===== src/rtl/mem_access_unit_if.sv =====
// SRAM request/ack bus between the memory access unit and the data SRAM.
// The unit holds the request stable until a one-cycle ack returns.
interface mem_access_unit_if;
   logic        sram_req;
   logic        sram_we;
   logic [6:0]  sram_addr;
   logic [3:0]  sram_be;
   logic [31:0] sram_wdata;
   logic        sram_ack;
   logic [31:0] sram_rdata;

   modport master (
      output sram_req,
      output sram_we,
      output sram_addr,
      output sram_be,
      output sram_wdata,
      input  sram_ack,
      input  sram_rdata
   );

   modport slave (
      input  sram_req,
      input  sram_we,
      input  sram_addr,
      input  sram_be,
      input  sram_wdata,
      output sram_ack,
      output sram_rdata
   );
endinterface


===== src/rtl/mem_access_unit.sv =====
// MEM-stage load/store unit: aligns, issues one SRAM access per instruction,
// stalls the pipeline until ack or timeout, and returns the extended load.
module mem_access_unit #(
   parameter int TIMEOUT_CYC = 16
) (
   input  logic              clk,
   input  logic              reset,
   input  logic              mem_read,
   input  logic              mem_write,
   input  logic [8:0]        addr,
   input  logic [31:0]       wr_data,
   input  logic [2:0]        func3,
   output logic [31:0]       rd_data,
   output logic              stall,
   output logic              misalign,
   output logic              timeout,
   mem_access_unit_if.master sram
);
   localparam logic [1:0] IDLE = 2'd0;
   localparam logic [1:0] REQ  = 2'd1;
   localparam logic [1:0] DONE = 2'd2;

   localparam int CW = $clog2(TIMEOUT_CYC + 1);
   localparam logic [CW-1:0] CNT_MAX  = CW'(TIMEOUT_CYC);
   localparam logic [CW-1:0] CNT_LAST = CW'(TIMEOUT_CYC - 1);

   logic [1:0]    state;
   logic [CW-1:0] cnt;
   logic          access;
   logic          mis;
   logic          accept;
   logic          expire;
   logic [3:0]    be;
   logic [31:0]   wdata;
   logic          we_q;
   logic [6:0]    addr_q;
   logic [3:0]    be_q;
   logic [31:0]   wdata_q;
   logic [2:0]    f3_q;
   logic [1:0]    lane_q;
   logic [31:0]   lane;
   logic [31:0]   load_val;

   assign access = mem_read | mem_write;

   always_comb begin
      mis   = 1'b0;
      be    = 4'b1111;
      wdata = wr_data;
      unique case (func3[1:0])
         2'b00: begin
            be    = 4'b0001 << addr[1:0];
            wdata = {4{wr_data[7:0]}};
         end
         2'b01: begin
            mis   = addr[0];
            be    = 4'b0011 << addr[1:0];
            wdata = {2{wr_data[15:0]}};
         end
         default: mis = |addr[1:0];
      endcase
   end

   // Gated by reset so the combinational outputs also drop asynchronously.
   assign misalign = reset & (state == IDLE) & access & mis;
   assign accept   = reset & (state == IDLE) & access & ~mis;
   assign stall    = accept | (state == REQ);
   assign expire   = (state == REQ) & ~sram.sram_ack & (cnt == CNT_LAST);

   assign sram.sram_req   = (state == REQ);
   assign sram.sram_we    = we_q;
   assign sram.sram_addr  = addr_q;
   assign sram.sram_be    = be_q;
   assign sram.sram_wdata = wdata_q;

   assign lane = sram.sram_rdata >> {lane_q, 3'b000};

   always_comb begin
      load_val = lane;
      unique case (f3_q)
         3'b000:  load_val = {{24{lane[7]}}, lane[7:0]};
         3'b100:  load_val = {24'd0, lane[7:0]};
         3'b001:  load_val = {{16{lane[15]}}, lane[15:0]};
         3'b101:  load_val = {16'd0, lane[15:0]};
         default: load_val = lane;
      endcase
   end

   always_ff @(posedge clk or negedge reset) begin
      if (!reset) begin
         state   <= IDLE;
         cnt     <= '0;
         we_q    <= 1'b0;
         addr_q  <= '0;
         be_q    <= '0;
         wdata_q <= '0;
         f3_q    <= '0;
         lane_q  <= '0;
         rd_data <= '0;
         timeout <= 1'b0;
      end else begin
         timeout <= 1'b0;
         unique case (state)
            IDLE: begin
               if (accept) begin
                  state   <= REQ;
                  cnt     <= '0;
                  we_q    <= mem_write;
                  addr_q  <= addr[8:2];
                  be_q    <= be;
                  wdata_q <= wdata;
                  f3_q    <= func3;
                  lane_q  <= addr[1:0];
               end
            end
            REQ: begin
               if (cnt != CNT_MAX) cnt <= cnt + 1'b1;
               if (sram.sram_ack) begin
                  state <= DONE;
                  if (!we_q) rd_data <= load_val;
               end else if (expire) begin
                  state   <= DONE;
                  timeout <= 1'b1;
                  if (!we_q) rd_data <= '0;
               end
            end
            DONE:    state <= IDLE;
            default: state <= IDLE;
         endcase
      end
   end
endmodule


===== src/flat_wrapper.sv =====
// flat-port wrapper written by rule: the top's interface ports become plain ports
module mem_access_unit_flat 
#(
   parameter int TIMEOUT_CYC = 16
)
  (clk, reset, mem_read, mem_write, addr, wr_data, func3, rd_data, stall, misalign, timeout, sram_sram_req, sram_sram_we, sram_sram_addr, sram_sram_be, sram_sram_wdata, sram_sram_ack, sram_sram_rdata);
  mem_access_unit_if sram_i ();
  input  logic clk;
  input  logic reset;
  input  logic mem_read;
  input  logic mem_write;
  input  logic [8:0] addr;
  input  logic [31:0] wr_data;
  input  logic [2:0] func3;
  output logic [31:0] rd_data;
  output logic stall;
  output logic misalign;
  output logic timeout;
  output wire logic [$bits(sram_i.sram_req)-1:0] sram_sram_req;
  output wire logic [$bits(sram_i.sram_we)-1:0] sram_sram_we;
  output wire logic [$bits(sram_i.sram_addr)-1:0] sram_sram_addr;
  output wire logic [$bits(sram_i.sram_be)-1:0] sram_sram_be;
  output wire logic [$bits(sram_i.sram_wdata)-1:0] sram_sram_wdata;
  input wire logic [$bits(sram_i.sram_ack)-1:0] sram_sram_ack;
  input wire logic [$bits(sram_i.sram_rdata)-1:0] sram_sram_rdata;
  assign sram_sram_req = sram_i.sram_req;
  assign sram_sram_we = sram_i.sram_we;
  assign sram_sram_addr = sram_i.sram_addr;
  assign sram_sram_be = sram_i.sram_be;
  assign sram_sram_wdata = sram_i.sram_wdata;
  assign sram_i.sram_ack = sram_sram_ack;
  assign sram_i.sram_rdata = sram_sram_rdata;
  mem_access_unit #(.TIMEOUT_CYC(TIMEOUT_CYC)) u_core (.clk(clk), .reset(reset), .mem_read(mem_read), .mem_write(mem_write), .addr(addr), .wr_data(wr_data), .func3(func3), .rd_data(rd_data), .stall(stall), .misalign(misalign), .timeout(timeout), .sram(sram_i));
endmodule

===== config.mk =====
export PLATFORM = sky130hd
export DESIGN_NAME = mem_access_unit_flat
export DESIGN_NICKNAME = d
export VERILOG_FILES = /design/src/rtl/mem_access_unit_if.sv /design/src/rtl/mem_access_unit.sv /design/src/flat_wrapper.sv
export SDC_FILE = /design/constraint.sdc
export NUM_CORES = 1
export LEC_CHECK = 0
export ABC_AREA = 1
export CAP_MARGIN = 20
export CORE_ASPECT_RATIO = 1.75
export CORE_MARGIN = 3
export CORE_UTILIZATION = 40
export DETAILED_ROUTE_END_ITERATION = 10
export GPL_TIMING_DRIVEN = 0
export PLACE_DENSITY = 0.72
export SYNTH_ARGS = -nofsm -noshare
export SYNTH_HDL_FRONTEND = slang
export SYNTH_SLANG_ARGS = --single-unit

===== constraint.sdc =====
create_clock -name clk -period 3.3 [get_ports clk]
set_input_delay 0.33 -clock clk [delete_from_list [all_inputs] [get_ports clk]]
set_output_delay 0.33 -clock clk [all_outputs]
set_load 0.05 [all_outputs]

# Yosys cells after proc, flatten, opt, wreduce, memory -nomap -nowiden
# Cells that the tools add are included.
[word_totals]
elab_cells = 63
regBits = 89
in_bits = 81
output_inout_bits = 80
[classes]
addsub = 1
n_shift = 3
mux = 18
bitwise = 11
reduce_logical = 10
n_eq_ne = 10
[op_table]
columns = ["cell", "n"]
rows = [
  ["32-bit 2-to-1 mux", 4],
  ["32-bit one-hot mux with 4 select lines", 1],
  ["32-bit one-hot mux with 2 select lines", 1],
  ["32-bit by 5-bit >> shifter with 32-bit output", 1],
  ["5-bit 2-to-1 mux", 2],
  ["5-bit one-hot mux with 2 select lines", 1],
  ["4-bit one-hot mux with 2 select lines", 1],
  ["1-bit AND", 6],
  ["3-bit equality test, second input constant", 2],
  ["2-bit 2-to-1 mux", 3],
  ["3-bit AND reduction", 2],
  ["5-bit by 1-bit adder with 5-bit output, second input constant", 1],
  ["5-bit by 4-bit equality test with 1-bit output, second input constant", 1],
  ["5-bit inequality test, second input constant", 1],
  ["2-bit by 1-bit equality test with 1-bit output, second input constant", 2],
  ["2-bit logical NOT", 2],
  ["2-bit by 1-bit inequality test with 1-bit output, second input constant", 2],
  ["2-bit one-hot mux with 2 select lines", 1],
  ["2-bit AND reduction", 2],
  ["2-bit nonzero test", 2],
  ["1-bit by 2-bit << shifter with 4-bit output, first input constant", 1],
  ["2-bit by 2-bit << shifter with 4-bit output, first input constant", 1],
  ["3-bit by 1-bit equality test with 1-bit output, second input constant", 1],
  ["3-bit logical NOT", 1],
  ["other kinds (6)", 11],
]

# Depth between registers and ports, before layout
# Gate-level depths: netlist (run 1).
[depth]
word_depth = 6
mapped_depth = 10
ltp_nobuf = 9

# Least setup slack after synthesis (run 1)
# No wires, ideal clock.
[synth_path]
kind = "register to output"
start = "register u_core.state[1]"
end = "output port stall"
slack_ns = 1.566
arrival_ns = 1.404
n_path_buf = 2
required_time_ns = 2.970
stages_incl_launch_ff = 8
cell_sequence = "dfrtp_1 nor2_1 nand2_1 nor2_2 inv_2 buf_6 buf_4 nand2_1"
[synth_via]
elab_chain_cells = 5
word_cells_on_any_way = 6
classes_between = "eq/ne (1); bitwise (4); reduce/logical (1)"
[synth_rtl]
columns = ["item", "line_no", "text"]
rows = [
  ["start: declaration", "mem_access_unit.sv:27", "logic [1:0] state;"],
  ["start signal: assignment", "mem_access_unit.sv:91", "state <= IDLE;"],
  ["start signal: assignment", "mem_access_unit.sv:106", "state <= REQ;"],
  ["start signal: assignment", "mem_access_unit.sv:119", "state <= DONE;"],
  ["2-bit logical NOT", "mem_access_unit.sv:66", "assign accept = reset & (state == IDLE) & access & ~mis;"],
  ["1-bit AND (3 in series)", "mem_access_unit.sv:66", ""],
  ["1-bit OR *", "mem_access_unit.sv:67", "assign stall = accept | (state == REQ);"],
  ["end: declaration", "flat_wrapper.sv:16", "output logic stall;"],
]
# Mark *: on every way between the ends. The rest lies on a longest branch, timed or not.

# Worst setup path after layout (run 1)
[layout_path]
start = "input port addr[0]"
end = "output port stall"
[layout_via]
elab_chain_cells = 5
[layout_rtl]
columns = ["item", "line_no", "text"]
rows = [
  ["start: declaration", "flat_wrapper.sv:12", "input logic [8:0] addr;"],
  ["2-bit OR reduction", "mem_access_unit.sv:60", "default: mis = |addr[1:0];"],
  ["1-bit one-hot mux with 2 select lines *", "mem_access_unit.sv:50", "unique case (func3[1:0])"],
  ["1-bit NOT *", "mem_access_unit.sv:66", ""],
  ["1-bit AND *", "mem_access_unit.sv:66", ""],
  ["1-bit OR *", "mem_access_unit.sv:67", ""],
]
# Marks and branches as above.

==> results of run 1 <==
worst max-delay path: cells and delay by family:
family | cells | cell delay [ns]
AO/OA/AOI/OAI | 1 | 0.19
AND/OR/NAND/NOR | 3 | 0.27
buffers and inverters | 5 | 1.69
flip-flops by register name (all words and copies together), names as in the netlist:
| register | flops |
|---|---|
| u_core.cnt | 5 |
| u_core.f3_q | 3 |
| u_core.lane_q | 2 |
| u_core.rd_data | 32 |
| u_core.sram.sram_addr | 7 |
| u_core.sram.sram_be | 4 |
| u_core.sram.sram_wdata | 32 |
| u_core.sram.sram_we | 1 |
| u_core.state | 2 |
| u_core.timeout | 1 |
final cells by class:
class                      instances  area [um2]
multi-input combinational        463        2098
timing repair buffer             165        1694
clock buffer                      10       239.0
buffer                            34       224.0
tap                              132       165.2
clock inverter                     6       48.80
sequential                        89        2227
inverter                          27       108.9
fill                            1061        4425
routing by layer:
metal / vias up / global-route usage (%) / share of wire (%)
li1: 2302 / - / -
met3: 47 / 6.468 / 8.2
met4: 0 / 13.98 / 5.2
met1: 2183 / 23.80 / 34
met5: - / 0 / 0
met2: 218 / 43.09 / 53
cell usage after synthesis (all sizes together):
library cell  count
o211ai            8
and3              1
a21oi            40
nor2             25
o21ai            36
inv              27
nor3              1
o31ai             3
dfrtp            89
ha                3
buf              28
nand4             1
xor2              1
clkbuf            6
nand3            40
nand2           303
nand3b            1
cell usage in the layout, fill, tap and decap left out:
| master | count |
|---|---|
| dlygate4sd3_1 | 2 |
| clkdlybuf4s50_1 | 159 |
| nor2_1 | 21 |
| clkbuf_2 | 1 |
| nand4_1 | 1 |
| a21oi_1 | 40 |
| o31ai_1 | 3 |
| nand3_1 | 36 |
| dfrtp_1 | 89 |
| o211ai_1 | 8 |
| ha_1 | 3 |
| nor2_2 | 1 |
| clkinvlp_4 | 2 |
| xor2_1 | 1 |
| nor2_4 | 3 |
| nand3_2 | 1 |
| nand2_4 | 2 |
| clkbuf_1 | 5 |
| buf_4 | 9 |
| inv_6 | 2 |
| nand2_2 | 20 |
| o21ai_0 | 23 |
| clkbuf_8 | 1 |
| nand3_4 | 3 |
| inv_2 | 5 |
| inv_1 | 21 |
| inv_8 | 2 |
| and3_1 | 1 |
| buf_12 | 2 |
| nand3b_1 | 1 |
| buf_6 | 4 |
| clkbuf_16 | 9 |
| clkinv_2 | 1 |
| o21ai_1 | 13 |
| buf_2 | 15 |
| nand2_1 | 281 |
| buf_16 | 2 |
| nor3_1 | 1 |
cell families after synthesis:
family	Yosys count	synth area share (%)
XOR/XNOR	1	0.1881
buffers and inverters	61	7.145
adder cells (fa/ha/maj)	3	0.8059
AND/OR/NAND/NOR	372	34.11
AO/OA/AOI/OAI	87	9.938
flip-flops	89	47.81
final timing paths:
kind | startpoint | endpoint | slack (ns) | cells past startpoint
max reg2reg | u_core.cnt[0] | u_core.rd_data[5] | 1.25 | 10
min | reset | u_core.rd_data[14] | 0.08 | 3
max | addr[0] | stall | 0.47 | 9
max in group asynchronous | reset | u_core.rd_data[20] | 2.07 | 3
min in group clk | u_core.sram.sram_wdata[22] | u_core.sram.sram_wdata[22] | 0.48 | 2
min reg2reg | u_core.sram.sram_wdata[22] | u_core.sram.sram_wdata[22] | 0.48 | 2
report_power, final:
part	switching [mW]	internal (mW)	leakage [nW]
logic	2.24	1.10	2.06
registers	0.235	1.47	1.13
clock network	0.455	0.541	0.137
total	2.93	3.12	3.33
through the flow:
| step | instance area [um2] | power (mW) |
|---|---|---|
| finish | 6805 | 6.045 |
| global route | 6805 | 6.375 |
| CTS | 6805 | 6.102 |
| detailed placement | 6450 | 5.066 |
| global placement | 6425 | 5.009 |
| floorplan | 4658 | 3.878 |
repair_timing:
item,4_1_cts,5_1_grt
hold buffers,4,0
buffers inserted,0,0
endpoints found under the setup margin,0,0
hold endpoints to repair,31,0
==> summary.txt, run 1 <==
Outcome
  – Status: complete, no violations

Setup path
  – CP max stage cell: clkdlybuf4s50_1
  – Critical path type: in -> out
  – Slowest cell delay on critical path: 0.79 ns
  – Max Fanout on Critical Path: 10
  – Critical path endpoint category: output pin
  – CP arrival: 2.50 ns
  – Crit path required time: 2.97 ns
  – CP Launch Type: input port
  – CP dominant cell by count: clkdlybuf4s50_1
  – Worst path cell trace: clkdlybuf4s50_1 -> a21oi_1 -> nor2_1 -> nor2_2 -> inv_2 -> buf_6 -> buf_4 -> nand2_1 -> clkdlybuf4s50_1

Job
  – Max-cap check violation count: 0

Finish
  – Ant diodes: 0
  – Layout cell share with drive strength beyond 1: 10.71%
  – Area Overhead vs Synth: 46.09%
  – Post-Route Utilization: 60.59%
  – Final Non-Filler Cells: 926
  – Final nets: 873

Logic synthesis
  – Cells after synthesis: roughly 610
  – #FFs+latches synth: 89
  – Share of the synthesized area in the top cell type: 47.81%
  – Syn Area/Cell: ~7.6 um2
  – Cell Area, Synth: 0.004658 mm2
  – Synth area leaders: dfrtp_1 48%, nand2_1 23%, a21oi_1 4.3%, nand3_1 3.9%, nand2_2 2.7%
  – Syn nets: 697
  – Synth warnings: 0
  – Sequential area share after synthesis: 47.81%
  – Yosys cell types: 30
  – Cell taking the most area after synthesis: dfrtp_1

Timing
  – Fin crit share: 85.76%
  – Final min period: 2.830 ns
  – Hold Worst Slack: 0.07974 ns
  – Final Hold Fails: 0
  – Fmax: roughly 0.35 GHz
  – Worst-Margin Slew: approximately 0.76 ns
  – Max-slew violations: 0
  – Layout Skew: 0.008476 ns
  – Setup TNS: 0 ns
  – RSZ-0062 raised after global routing: no
  – Final worst setup slack: between 0.4 and 0.5 ns
  – Final Setup Violations: 0
  – Rel. slew slack: between 40% and 50%

Floorplan
  – Die X: ~88 um
  – Die Y: about 150 um
  – Initial core utilization: 41.48%
  – Core Region: between 0.01 and 0.015 mm2
  – Die area: 0.01303 mm2
  – Row cnt: 51
  – IO Pins: 161

Clock tree
  – Worst-path clk slew: roughly 0.060 ns
  – CTS root buf: clkbuf_16
  – CTS tree: built
  – Clk buf depth: 2
  – H-tree Lvls: 3
  – Worst skew pair latency: roughly 0.34 ns
  – CTS Buf Count: 9
  – Clock Sinks: a little under 90
  – Post-CTS Resized: 0

Drt
  – Total Wirelength: about 15000 um
  – DR pass1 iterations: 5
  – Vias per inst: 5.130
  – Final ANT Viol Nets: 0
  – Drt drc: 0
  – Iter 0 DRT Violations: 212
  – DR WL/cell: 16.53 um
  – Via count: 4750

Place
  – Placer Congestion: 0.8884
  – Cell total after placement: 906
  – Pre-CTS setup slack: 0.1137 ns
  – Port-buffer cells: 160
  – Dpl hpwl: between 10000 and 15000 um

Pwr
  – Max VDD drop: 0.0005303 V
  – Power Density: 888.4 mW/mm2
  – Leakage power: 3.328 nW

Min path
  – HP Class: in -> async

Global routing
  – Tot GR Track Use: 23.93%
  – Largest net degree at the start of global routing: between 40 and 50
  – Vias in the first global route: 4834
  – Global route overflow: 0
  – First-pass GRT wire length: 23910 um
  – Initial antenna violation count: 0
(Power assumes the default switching activity.)
==> run 2: changes to the inputs <==
--- a/config.mk
+++ b/config.mk
@@ -13,6 +13,7 @@
 export DETAILED_ROUTE_END_ITERATION = 10
 export GPL_TIMING_DRIVEN = 0
 export PLACE_DENSITY = 0.72
+export SLEW_MARGIN = 20
 export SYNTH_ARGS = -nofsm -noshare
 export SYNTH_HDL_FRONTEND = slang
 export SYNTH_SLANG_ARGS = --single-unit
==> run 2 against run 1 <==
Clock power is 9% higher. Flip-flop and latch count stayed put. Wire length is 0.19% higher. Utilization is 0.16 points higher. Register-to-register slack hardly changed. Cell count stayed put. Non-clock buffer count is 1 higher. Clock skew is 0.0016 ns lower. Sequential power hardly changed. Hold slack better by 0.39 ns.
==> summary.txt, run 2 (synthesis results as in run 1) <==
Outcome
  – Status: complete, no violations (unchanged)

Timing
  – Setup TNS: 0 ns (unchanged)
  – Final worst setup slack: 0.4473 ns (was 0.4699 ns)
  – Final min period: 2.853 ns (was 2.830 ns)
  – RSZ-0062 raised after global routing: no (unchanged)
  – Fmax: 0.3505 GHz (was 0.3533 GHz)
  – Max-slew violations: 0 (unchanged)
  – Worst-Margin Slew: 0.9050 ns (was 0.7614 ns)
  – Rel. slew slack: 39.47% (was 49.07%)
  – Final Setup Violations: 0 (unchanged)
  – Fin crit share: 86.45% (was 85.76%)
  – Final Hold Fails: 0 (unchanged)
  – Layout Skew: 0.006853 ns (was 0.008476 ns)

Setup path
  – Critical path endpoint category: output pin (unchanged)
  – CP arrival: 2.52 ns (was 2.50 ns)
  – Critical path type: in -> out (unchanged)
  – Crit path required time: 2.97 ns (about the same)
  – Cells on worst reg2reg path: 10 (unchanged)
  – Max Fanout on Critical Path: 38 (was 10)
  – CP Launch Type: input port (unchanged)

Pwr
  – Power Density: 898.8 mW/mm2 (was 888.4 mW/mm2)
  – Leakage power: 3.348 nW (was 3.328 nW)
  – Total power: 6.132 mW (was 6.045 mW)
  – Max VDD drop: 0.0005331 V (was 0.0005303 V)

Clock tree
  – H-tree Lvls: 3 (unchanged)
  – # Post-CTS Setup Buffers: 0 (unchanged)
  – Clock Sinks: 89 (unchanged)
  – Worst-path clk slew: 0.06 ns (about the same)
  – CTS Buf Count: 9 (unchanged)
  – Worst skew pair latency: 0.33 ns (was 0.34 ns)
  – CTS tree: built (unchanged)
  – Clk buf depth: 2 (unchanged)
  – CTS root buf: clkbuf_16 (unchanged)

Place
  – Dpl hpwl: 11880 um (was 11930 um)
  – Pre-CTS setup slack: 0.1155 ns (was 0.1137 ns)
  – Cell total after placement: 906 (unchanged)
  – Port-buffer cells: 160 (unchanged)
  – Placer Congestion: 0.8884 (unchanged)

Finish
  – Most frequent cells in the layout: 281 x nand2_1, 158 x clkdlybuf4s50_1, 89 x dfrtp_1, 40 x a21oi_1, 36 x nand3_1 (was 281 x nand2_1, 159 x clkdlybuf4s50_1, 89 x dfrtp_1, 40 x a21oi_1, 36 x nand3_1)
  – Post-Route Utilization: 60.75% (was 60.59%)
  – Register Area: 0.002227 mm2 (unchanged)
  – Layout cell share with drive strength beyond 1: 10.33% (was 10.71%)
  – Ant diodes: 0 (unchanged)
  – # fillers: 1008 (was 1061)
  – Area Overhead vs Synth: 46.47% (was 46.09%)
  – Multi-input gate area: 0.002098 mm2 (unchanged)
  – Most common cell after layout, fill and taps aside: nand2_1 (unchanged)
  – Final Non-Filler Cells: 926 (unchanged)
  – Final nets: 874 (was 873)

Global routing
  – First-pass GRT wire length: 24230 um (was 23910 um)
  – Vias in the first global route: 4887 (was 4834)
  – Global route overflow: 0 (unchanged)
  – Largest net degree at the start of global routing: 39 (was 44)
  – Tot GR Track Use: 24.16% (was 23.93%)
  – Initial antenna violation count: 0 (unchanged)

Drt
  – Final ANT Viol Nets: 0 (unchanged)
  – DR WL/cell: 16.56 um (was 16.53 um)
  – Vias per inst: 5.120 (was 5.130)
  – Total Wirelength: 15340 um (was 15310 um)
  – DR pass1 iterations: 5 (unchanged)
  – Via count: 4741 (was 4750)
  – Drt drc: 0 (unchanged)
  – Iter 0 DRT Violations: 182 (was 212)

Floorplan
  – Die Y: 148.8 um (unchanged)
  – Row cnt: 51 (unchanged)
  – Initial core utilization: 41.48% (unchanged)
  – Die X: 87.58 um (unchanged)
  – Die area: 0.01303 mm2 (unchanged)
  – Core Region: 0.01123 mm2 (unchanged)
  – IO Pins: 161 (unchanged)

Min path
  – Hold Path Depth: 2
  – HP Class: reg -> reg (was in -> async)

Job
  – Max-cap check violation count: 0 (unchanged)
[run 2: layout make-up]
type / instances / share of cell area [%]
sequential: 89 / 32.64
clock inverter: 5 / 1.192
clock buffer: 10 / 3.356
inverter: 27 / 1.595
multi-input combinational: 463 / 30.75
timing repair buffer: 166 / 24.76
buffer: 34 / 3.283
tap: 132 / 2.421
[run 2: worst max-delay path, stage by stage]
cell	delay, ns
dlygate4sd3_1	0.53
buf_4	0.13
buf_16	0.20
inv_1	0.06
nor2_1	0.11
nand2_1	0.10
nor2_2	0.17
inv_2	0.07
buf_6	0.14
buf_4	0.18
nand2_1	0.06
dlymetal6s2s_1	0.42
[run 2: path summary, 6_finish.rpt]
path / slack, ns / start / to
worst max-delay path: 0.45 / reset / stall
max in group asynchronous: 1.26 / reset / u_core.rd_data[22]
worst max register to register: 1.24 / u_core.cnt[0] / u_core.rd_data[9]
min in group asynchronous: 0.50 / reset / u_core.rd_data[29]
worst min register to register: 0.47 / u_core.sram.sram_wdata[22] / u_core.sram.sram_wdata[22]
worst min-delay path: 0.47 / u_core.sram.sram_wdata[22] / u_core.sram.sram_wdata[22]
[run 2: metal layers]
layer  up-vias  part of all wire (%)  track usage, %
li1       2304                     -               -
met1      2151                    33           24.47
met2       235                    53           43.28
met3        51                   8.3           6.081
met4         0                   5.3           14.21
met5         -                     0               0
[run 2: repair_timing]
action                                 in CTS  in global routing
hold buffers                                5                  0
setup endpoints to repair                   0                  1
gates resized for setup                     0                  1
endpoints found under the hold margin      32                  0
[run 2: stage by stage]
step / instance area, um2 / hold WS, ns
after floorplan: 4658 / 0.03441
after global placement: 6425 / 0.4539
after detailed placement: 6450 / 0.3068
after CTS: 6820 / 0.4803
after global routing: 6823 / 0.4954
final: 6823 / 0.4736
[run 2: power by group]
| part | switching (mW) | leakage (nW) | internal [mW] |
|---|---|---|---|
| clock network | 0.431 | 0.149 | 0.660 |
| registers | 0.234 | 1.13 | 1.48 |
| logic | 2.23 | 2.07 | 1.10 |
==> run 3: changes to the inputs <==
--- a/config.mk
+++ b/config.mk
@@ -8,11 +8,11 @@
 export ABC_AREA = 1
 export CAP_MARGIN = 20
 export CORE_ASPECT_RATIO = 1.75
-export CORE_MARGIN = 3
+export CORE_MARGIN = 5
 export CORE_UTILIZATION = 40
 export DETAILED_ROUTE_END_ITERATION = 10
+export DONT_BUFFER_PORTS = 1
 export GPL_TIMING_DRIVEN = 0
-export PLACE_DENSITY = 0.72
 export SLEW_MARGIN = 20
 export SYNTH_ARGS = -nofsm -noshare
 export SYNTH_HDL_FRONTEND = slang
==> run 3 against run 2 <==
Clock-buffer cell count down 1. Setup slack better by 0.53 ns. Flip-flop and latch count unchanged. Hold slack worse by 0.40 ns. Critical path type is now reg -> out. Clock skew up 0.0030 ns. Critical endpoint unchanged. Largest cell class unchanged. Non-clock buffer count down 164. Utilization down 15 points. Largest power group is now sequential cells. Wire length down 8.8%.
==> summary.txt, run 3 (synthesis results as in run 1) <==
Setup path
  – CP arrival: 1.99 ns (was 2.52 ns)
  – Critical path type: reg -> out (was in -> out)
  – Critical path endpoint category: output pin (unchanged)
  – Crit path required time: 2.97 ns (about the same)
  – Max Fanout on Critical Path: 10 (was 38)
  – CP Launch Type: register (was input port)

Finish
  – # fillers: 1190 (was 1008)
  – Most frequent cells in the layout: 281 x nand2_1, 89 x dfrtp_1, 40 x a21oi_1, 36 x nand3_1, 23 x o21ai_0 (was 281 x nand2_1, 158 x clkdlybuf4s50_1, 89 x dfrtp_1, 40 x a21oi_1, 36 x nand3_1)
  – Most common cell after layout, fill and taps aside: nand2_1 (unchanged)
  – Final nets: 710 (was 874)
  – Layout cell share with drive strength beyond 1: 13.00% (was 10.33%)
  – Final Non-Filler Cells: 766 (was 926)
  – Final Instance Area: 0.005216 mm2 (was 0.006823 mm2)
  – Ant diodes: 0 (unchanged)
  – Area Overhead vs Synth: 11.98% (was 46.47%)

Timing
  – Fin crit share: 70.25% (was 86.45%)
  – Final Setup Violations: 0 (unchanged)
  – Max-slew violations: 0 (unchanged)
  – Final min period: 2.318 ns (was 2.853 ns)
  – Rel. slew slack: 38.07% (was 39.47%)
  – Setup TNS: 0 ns (unchanged)
  – Fmax: 0.4314 GHz (was 0.3505 GHz)
  – Worst-Margin Slew: 0.9255 ns (was 0.9050 ns)
  – RSZ-0062 raised after global routing: no (unchanged)
  – Layout Skew: 0.009842 ns (was 0.006853 ns)
  – Final Hold Fails: 0 (unchanged)

Global routing
  – Initial antenna violation count: 0 (unchanged)
  – Global route overflow: 0 (unchanged)
  – Tot GR Track Use: 20.13% (was 24.16%)
  – First-pass GRT wire length: 21840 um (was 24230 um)
  – Vias in the first global route: 4108 (was 4887)
  – Largest net degree at the start of global routing: 90 (was 39)

Place
  – Port-buffer cells: 0 (was 160)
  – DP Area: 0.004827 mm2 (was 0.006450 mm2)
  – Placer Congestion: 0.8876 (was 0.8884)
  – Dpl hpwl: 10860 um (was 11880 um)
  – Cell total after placement: 748 (was 906)

Clock tree
  – CTS root buf: clkbuf_16 (unchanged)
  – Post-CTS Resized: 0 (unchanged)
  – Worst skew pair latency: 0.34 ns (was 0.33 ns)
  – H-tree Lvls: 3 (unchanged)
  – Clk buf depth: 2 (unchanged)
  – Clock Sinks: 89 (unchanged)
  – Worst-path clk slew: 0.07 ns (was 0.06 ns)
  – CTS tree: built (unchanged)
  – CTS Buf Count: 9 (unchanged)

Floorplan
  – Die area: 0.01399 mm2 (was 0.01303 mm2)
  – Die X: 91.58 um (was 87.58 um)
  – Die Y: 152.8 um (was 148.8 um)
  – IO Pins: 161 (unchanged)
  – Initial core utilization: 40.45% (was 41.48%)
  – Core Region: 0.01152 mm2 (was 0.01123 mm2)
  – Row cnt: 52 (was 51)

Min path
  – HP Class: in -> reg (was reg -> reg)

Job
  – Max-cap check violation count: 0 (unchanged)

Pwr
  – Power Density: 1041 mW/mm2 (was 898.8 mW/mm2)
  – Leakage power: 2.722 nW (was 3.348 nW)
  – Total power: 5.432 mW (was 6.132 mW)
  – Max VDD drop: 0.0004132 V (was 0.0005331 V)

Drt
  – Via count: 4059 (was 4741)
  – DR WL/cell: 18.26 um (was 16.56 um)
  – Vias per inst: 5.299 (was 5.120)
  – Final ANT Viol Nets: 0 (unchanged)
  – Total Wirelength: 13990 um (was 15340 um)
  – Iter 0 DRT Violations: 149 (was 182)
  – DR pass1 iterations: 4 (was 5)
  – Drt drc: 0 (unchanged)

Outcome
  – Status: complete, no violations (unchanged)
==> run 3: changes by cell type in the layout (fill, tap and decap cells not counted), sizes merged <==
cell,before,now
buf,31,29
bufinv,2,3
clkbuf,16,15
clkdlybuf4s50,158,0
clkinv,2,1
dlygate4sd3,4,1
dlymetal6s2s,1,0
inv,27,29
==> run 3: final timing paths <==
check / startpoint / endpoint / slack (ns) / depth (start not counted)
worst max-delay path: u_core.state[1] / stall / 0.98 / 7
worst min-delay path: addr[1] / u_core.sram.sram_be[0] / 0.08 / 1
worst max register to register: u_core.cnt[0] / u_core.rd_data[24] / 1.20 / 10
worst min register to register: u_core.cnt[4] / u_core.cnt[4] / 0.55 / 2
max in group asynchronous: reset / u_core.rd_data[21] / 2.34 / 2
min in group asynchronous: reset / u_core.rd_data[30] / 0.62 / 2
==> run 3: power breakdown <==
group          internal, mW  switching [mW]
registers              1.45            1.55
clock network         0.750           0.459
logic                 0.445           0.778
==> run 3: metrics by stage <==
| step | setup WS (ns) | utilization [%] | hold WS [ns] |
|---|---|---|---|
| after floorplan | 1.566 | - | 0.03441 |
| after global placement | 1.228 | 41.92 | 0.03652 |
| after detailed placement | 1.181 | 41.92 | 0.03678 |
| after CTS | 0.9216 | 45.30 | 0.06364 |
| after global routing | 0.8442 | 45.30 | 0.06396 |
| final | 0.9817 | 45.30 | 0.07757 |
==> run 3: worst max-delay path, cell delays in order (launching register included) <==
cell and delay (ns):
dfrtp_1 0.41, nor2_1 0.18, nand2_1 0.14, nor2_2 0.17
inv_2 0.07, buf_6 0.14, buf_4 0.18, nand2_1 0.37
==> run 3: cell type report <==
cell class	count	area (um2)	area share, %
flip-flops and latches	89	2227	42.70
multi-input cells	463	2098	40.23
clock buffers	9	225.2	4.318
plain buffers	34	224.0	4.294
well taps	135	168.9	3.238
clock inverters	7	126.4	2.423
inverters	27	108.9	2.087
repair buffers	2	37.54	0.7196
==> run 3: timing repair <==
action,CTS,global route
hold buffers,2,0
endpoints found under the hold margin,89,0
setup buffers,0,0
==> run 3: metal layers <==
| layer | vias up | global-route usage, % | share of wire [%] |
|---|---|---|---|
| li1 | 1977 | - | - |
| met1 | 1884 | 19.76 | 33 |
| met2 | 176 | 37.18 | 55 |
| met3 | 22 | 7.856 | 9.8 |
| met4 | 0 | 7.698 | 2.3 |
| met5 | - | 0 | 0 |
